`config.mk`:
```
export PLATFORM = sky130hd
export DESIGN_NAME = layer_pingpong_scheduler
export DESIGN_NICKNAME = d
export VERILOG_FILES = /design/src/rtl/layer_pingpong_scheduler.sv
export SDC_FILE = /design/constraint.sdc
export NUM_CORES = 1
export LEC_CHECK = 0
export ABC_AREA = 1
export BUFFER_PORTS_ARGS = -buffer_cell sky130_fd_sc_hd__buf_2
export CORE_ASPECT_RATIO = 0.75
export CORE_MARGIN = 2
export CORE_UTILIZATION = 30
export CTS_CLUSTER_SIZE = 24
export DETAILED_ROUTE_END_ITERATION = 10
export HOLD_SLACK_MARGIN = 0.03
export PLACE_DENSITY_LB_ADDON = 0.08
export SLEW_MARGIN = 30
export SYNTH_ARGS = -nofsm -noshare
export SYNTH_HDL_FRONTEND = slang
export SYNTH_SLANG_ARGS = --single-unit
```
`constraint.sdc`:
```
create_clock -name clock -period 1.3 [get_ports clock]
set_clock_uncertainty 0.1 [all_clocks]
set_input_delay 0.26 -clock clock [delete_from_list [all_inputs] [get_ports clock]]
set_output_delay 0.26 -clock clock [all_outputs]
set_load 0.01 [all_outputs]
```
`src/rtl/layer_pingpong_scheduler.sv`:
```
// Ping-pong feature-bank scheduler between a producing layer and a consuming layer.
// Each side runs a RST/WAIT/RUN sequencer. Bank ownership follows the registered bank pointers.
module layer_pingpong_scheduler #(
  parameter int ADDR_WIDTH      = 9,
  parameter int DATA_WIDTH      = 16,
  parameter int FRAME_CNT_WIDTH = 8
) (
  input  logic                       clock,
  input  logic                       reset,
  input  logic                       enable,
  output logic                       former_enable,
  output logic                       former_reset,
  input  logic                       former_done,
  output logic                       next_enable,
  output logic                       next_reset,
  input  logic                       next_done,
  input  logic [ADDR_WIDTH-1:0]      former_addr_a,
  input  logic [ADDR_WIDTH-1:0]      former_addr_b,
  input  logic                       former_rden_a,
  input  logic                       former_rden_b,
  input  logic                       former_wren_a,
  input  logic                       former_wren_b,
  input  logic [ADDR_WIDTH-1:0]      next_addr_a,
  input  logic [ADDR_WIDTH-1:0]      next_addr_b,
  input  logic                       next_rden_a,
  input  logic                       next_rden_b,
  output logic [ADDR_WIDTH-1:0]      bank0_addr_a,
  output logic [ADDR_WIDTH-1:0]      bank0_addr_b,
  output logic [ADDR_WIDTH-1:0]      bank1_addr_a,
  output logic [ADDR_WIDTH-1:0]      bank1_addr_b,
  output logic                       bank0_rden_a,
  output logic                       bank0_rden_b,
  output logic                       bank0_wren_a,
  output logic                       bank0_wren_b,
  output logic                       bank1_rden_a,
  output logic                       bank1_rden_b,
  output logic                       bank1_wren_a,
  output logic                       bank1_wren_b,
  input  logic [DATA_WIDTH-1:0]      bank0_q_a,
  input  logic [DATA_WIDTH-1:0]      bank0_q_b,
  input  logic [DATA_WIDTH-1:0]      bank1_q_a,
  input  logic [DATA_WIDTH-1:0]      bank1_q_b,
  output logic [DATA_WIDTH-1:0]      next_q_a,
  output logic [DATA_WIDTH-1:0]      next_q_b,
  output logic                       wr_bank,
  output logic                       rd_bank,
  output logic [1:0]                 bank_full,
  output logic [FRAME_CNT_WIDTH-1:0] frames_done
);

  typedef enum logic [1:0] {ST_RST, ST_WAIT, ST_RUN} state_t;

  localparam logic [FRAME_CNT_WIDTH-1:0] FRAME_ONE = {{(FRAME_CNT_WIDTH-1){1'b0}}, 1'b1};

  state_t     former_state, former_state_nx;
  state_t     next_state, next_state_nx;
  logic       former_done_q, next_done_q;
  logic       former_finish, next_finish;
  logic [1:0] bank_full_nx;
  logic [1:0] former_sel, next_sel;

  always_ff @(posedge clock) begin
    if (reset) begin
      former_state  <= ST_RST;
      next_state    <= ST_RST;
      former_done_q <= 1'b0;
      next_done_q   <= 1'b0;
      wr_bank       <= 1'b0;
      rd_bank       <= 1'b0;
      bank_full     <= 2'b00;
      frames_done   <= '0;
    end else begin
      former_state  <= former_state_nx;
      next_state    <= next_state_nx;
      former_done_q <= former_done;
      next_done_q   <= next_done;
      bank_full     <= bank_full_nx;
      if (former_finish) wr_bank <= ~wr_bank;
      if (next_finish) begin
        rd_bank     <= ~rd_bank;
        frames_done <= frames_done + FRAME_ONE;
      end
    end
  end

  // Done is a level; only a rise seen while running ends the frame.
  always_comb begin
    former_state_nx = former_state;
    former_reset    = 1'b0;
    former_enable   = 1'b0;
    former_finish   = 1'b0;
    case (former_state)
      ST_RST: begin
        former_reset    = 1'b1;
        former_state_nx = ST_WAIT;
      end
      ST_WAIT: begin
        if (enable && !bank_full[wr_bank]) former_state_nx = ST_RUN;
      end
      ST_RUN: begin
        former_enable = enable;
        if (former_done && !former_done_q) begin
          former_finish   = 1'b1;
          former_state_nx = ST_RST;
        end
      end
      default: former_state_nx = ST_RST;
    endcase
  end

  always_comb begin
    next_state_nx = next_state;
    next_reset    = 1'b0;
    next_enable   = 1'b0;
    next_finish   = 1'b0;
    case (next_state)
      ST_RST: begin
        next_reset    = 1'b1;
        next_state_nx = ST_WAIT;
      end
      ST_WAIT: begin
        if (enable && bank_full[rd_bank]) next_state_nx = ST_RUN;
      end
      ST_RUN: begin
        next_enable = enable;
        if (next_done && !next_done_q) begin
          next_finish   = 1'b1;
          next_state_nx = ST_RST;
        end
      end
      default: next_state_nx = ST_RST;
    endcase
  end

  // Simultaneous finishes always target different banks, so both bits can update.
  always_comb begin
    bank_full_nx = bank_full;
    if (former_finish) bank_full_nx[wr_bank] = 1'b1;
    if (next_finish)   bank_full_nx[rd_bank] = 1'b0;
  end

  assign former_sel[0] = (former_state == ST_RUN) && !wr_bank;
  assign former_sel[1] = (former_state == ST_RUN) &&  wr_bank;
  assign next_sel[0]   = (next_state == ST_RUN) && !rd_bank && !former_sel[0];
  assign next_sel[1]   = (next_state == ST_RUN) &&  rd_bank && !former_sel[1];

  // The consuming layer never gets a write strobe onto a bank.
  assign bank0_addr_a = former_sel[0] ? former_addr_a : (next_sel[0] ? next_addr_a : '0);
  assign bank0_addr_b = former_sel[0] ? former_addr_b : (next_sel[0] ? next_addr_b : '0);
  assign bank0_rden_a = former_sel[0] ? former_rden_a : (next_sel[0] & next_rden_a);
  assign bank0_rden_b = former_sel[0] ? former_rden_b : (next_sel[0] & next_rden_b);
  assign bank0_wren_a = former_sel[0] & former_wren_a;
  assign bank0_wren_b = former_sel[0] & former_wren_b;

  assign bank1_addr_a = former_sel[1] ? former_addr_a : (next_sel[1] ? next_addr_a : '0);
  assign bank1_addr_b = former_sel[1] ? former_addr_b : (next_sel[1] ? next_addr_b : '0);
  assign bank1_rden_a = former_sel[1] ? former_rden_a : (next_sel[1] & next_rden_a);
  assign bank1_rden_b = former_sel[1] ? former_rden_b : (next_sel[1] & next_rden_b);
  assign bank1_wren_a = former_sel[1] & former_wren_a;
  assign bank1_wren_b = former_sel[1] & former_wren_b;

  assign next_q_a = rd_bank ? bank1_q_a : bank0_q_a;
  assign next_q_b = rd_bank ? bank1_q_b : bank0_q_b;

endmodule

```
==> impl_metrics.py <==
metrics = {
    "run_status": {
        "run_status": "finished with violations",
        "violations": "setup timing",
    },
    "layout": {
        "diodes": 0,
        "fillers": 282,
        "area_delta_synth_final_pct": 171.3,
        "fin_cells": 643,
        "final_common_cell": "buf_2",
        "drive_gt1_share_pct": 72.54,
        "design_area_mm2": 0.004663,
        "num-nets-final": 681,
        "final_cell_mix": "buf_2, inv_1, nand2_2, buf_6, nand2_1",
    },
    "cts": {
        "cts_tree": "built",
        "path_clk_slew_ns": 0.08,
        "cts_max_level": 1,
        "cts_buffer_depth": 2,
        "cts_made_buffers": 3,
        "worstSkewPairLatency_ns": 0.26,
        "cts_hold_buf": 0,
        "clock_sinks": 18,
        "root_buffer": "clkbuf_8",
    },
    "min_path": {
        "holdPathStages": 3,
        "whs_endpoint": "former_done_q",
        "min-delay-start": "former_done",
        "hold_class": "in2reg",
    },
    "sta": {
        "rsz0062_at_grt": "yes",
        "holdWs_ns": 0.1176,
        "worstMarginPinSlew_ns": 0.3579,
        "slew_headroom_pct": 76.12,
        "finalSetupViolCount": 81,
        "fin_crit_sh_pct": 146.1,
        "maxSlewViolCount": 0,
        "timing.final.ws_setup_ns": -0.5994,
        "max_freq_mhz": 526.5,
        "hold_violations": 0,
        "fin_crit_ns": 1.899,
    },
    "placed_design": {
        "gp_congestion": 0.8642,
        "place_ws_ns": -0.2683,
        "hpwlAfterDp_mm": 6.173,
        "dp.cells": 615,
        "io_buffers": 202,
        "placed_cell_area_mm2": 0.003423,
    },
    "synthesis": {
        "synth_cells": 327,
        "ys_types": 23,
        "ys.warnings.count": 0,
        "syn_area_per_cell_um2": 5.257,
        "synth.yosys.seq_area_share_pct": 20.96,
        "synth_seq_cells": 18,
        "synth_area_mm2": 0.001719,
        "synth_fp_nets": 439,
    },
    "critical_path": {
        "worst_setup_path_start_kind": "register",
        "cp_max_fo": 6,
        "r2r_setup_slack_ns": -0.05,
        "cp_slowest_cell": "dfxtp_2",
        "reg2reg_to": "next_state[1]",
        "crit_arrival_ns": 1.54,
        "worstSetupEndpointType": "output port",
        "critPathMaxStageDelay_ns": 0.34,
        "crit_chain": "inv_2 > nor2_4 > nand2_4 > buf_12 > buf_6 > o22ai_2 > buf_2",
        "critPathKind": "reg2out",
        "worstPathRequired_ns": 0.94,
        "worstReg2RegStart": "rd_bank",
        "r2r_cells": 7,
    },
    "global_route": {
        "grt_pass1_vias": 2864,
        "gr-total-overflow": 0,
        "grt_start_max_net_pins": 23,
        "grt_use_total_pct": 25.61,
        "antenna_found_initial": 0,
        "grt_pass1_wl_mm": 13.60,
    },
    "floorplanning": {
        "start_util_pct": 31.61,
        "die_h_um": 69.56,
        "core_mm2": 0.005439,
        "die_area_mm2": 0.006358,
        "io_pins": 203,
        "row_count": 23,
        "die_w_um": 91.41,
    },
    "detailed_routing": {
        "first_pass_iters": 5,
        "vias": 3185,
        "drtAntennaViolNets": 0,
        "routed_wl_mm": 11.07,
        "avgRoutedWirePerCell_um": 17.21,
        "drc": 0,
        "viasPerCell": 4.953,
        "drt_iter0_drc": 166,
    },
    "power_and_ir_drop": {
        "max-vdd-ir-drop_mv": 0.3504,
        "power_density_mw_per_mm2": 420.3,
        "p_leak_nw": 2.507,
        "p_total_mw": 1.960,
    },
    "run": {
        "maxCapViolations": 0,
    },
}
[per-layer routing]
layer / wire length [um] / share of wire, % / vias up / global-route usage, %
met5: 0 / 0 / - / 0
li1: - / - / 1502 / -
met2: 5642 / 51 / 194 / 47.39
met1: 4116 / 37 / 1439 / 30.80
met4: 466 / 4.2 / 0 / 4.882
met3: 839 / 7.6 / 50 / 4.783
[through the flow]
stage	setup TNS [ns]	util (%)
6_report	-33.48	85.74
4_1_cts	-32.28	77.82
3_5_place_dp	-11.78	62.94
5_1_grt	-37.27	85.74
3_3_place_gp	-10.48	62.94
2_1_floorplan	-1.081	-
[cells by family (layout without fill, tap and decap cells)]
logic type                 after synthesis  count (layout)  share of synthesized area [%]
and+or+nand+nor                        162             162                          36.97
DFF                                     18              18                          20.96
xor gates and xnor gates                 1               1                         0.5096
adders and majority gates                1               1                         0.7277
AOI/OAI and AO/OA                       60              60                          20.74
buffers and inverters                   85             326                          20.09
[cells in the mapped netlist, drive strengths merged]
master / count / area share [%]
nand2: 128 / 28
buf: 12 / 4.1
ha: 1 / 0.73
o21ai: 10 / 3.1
nand3b: 1 / 0.44
xor2: 1 / 0.51
clkbuf: 5 / 1.1
nor2: 25 / 6.0
and3: 1 / 0.36
o21bai: 1 / 0.44
nor3: 1 / 0.29
dfxtp: 18 / 21
nand3: 6 / 1.7
inv: 68 / 15
o22ai: 40 / 15
a21oi: 9 / 2.6
[power breakdown]
group          internal, mW  switching [mW]
combinational         0.451           0.461
clock                 0.270           0.204
sequential            0.564          0.0103
total                  1.28           0.675
[registers in the layout, summed over array words and instances (netlist names)]
name,count
bank_full,2
next_state,2
former_state,2
frames_done,8
rd_bank,1
wr_bank,1
former_done_q,1
next_done_q,1
[cell type report]
class                      instances  area [um2]  share of cell area (%)
clock buffer                       4       55.05                   1.181
timing repair buffer             254        2012                   43.14
inverter                          68       265.3                   5.688
tap                               75       93.84                   2.012
sequential                        18       374.1                   8.023
multi-input combinational        224        1863                   39.95
[worst max-delay path by stage]
| stage | start | end | slack, ns | depth (start not counted) |
|---|---|---|---|---|
| floorplan | wr_bank | bank0_addr_b[2] | -0.03 | 5 |
| detailed placement | former_state[1] | bank0_addr_b[4] | -0.27 | 7 |
| CTS | former_state[1] | bank1_addr_b[7] | -0.53 | 8 |
| finish | former_state[1] | bank0_addr_b[6] | -0.60 | 7 |
| global route | former_state[1] | bank0_addr_b[6] | -0.62 | 7 |
| global placement | former_state[1] | bank0_addr_b[4] | -0.23 | 7 |
[critical path, delay by kind of cell (launching register included)]
| kind | cells | cell delay (ns) |
|---|---|---|
| AOI/OAI and AO/OA | 1 | 0.18 |
| DFF | 1 | 0.34 |
| buffers and inverters | 4 | 0.50 |
| and+or+nand+nor | 2 | 0.26 |
[what timing repair did]
action,4_1_cts,5_1_grt
gates cloned,7,3
resized for setup,116,119
setup endpoints to repair,88,93
setup buffers,17,7
pin swaps,27,26
(Power assumes the default switching activity.)
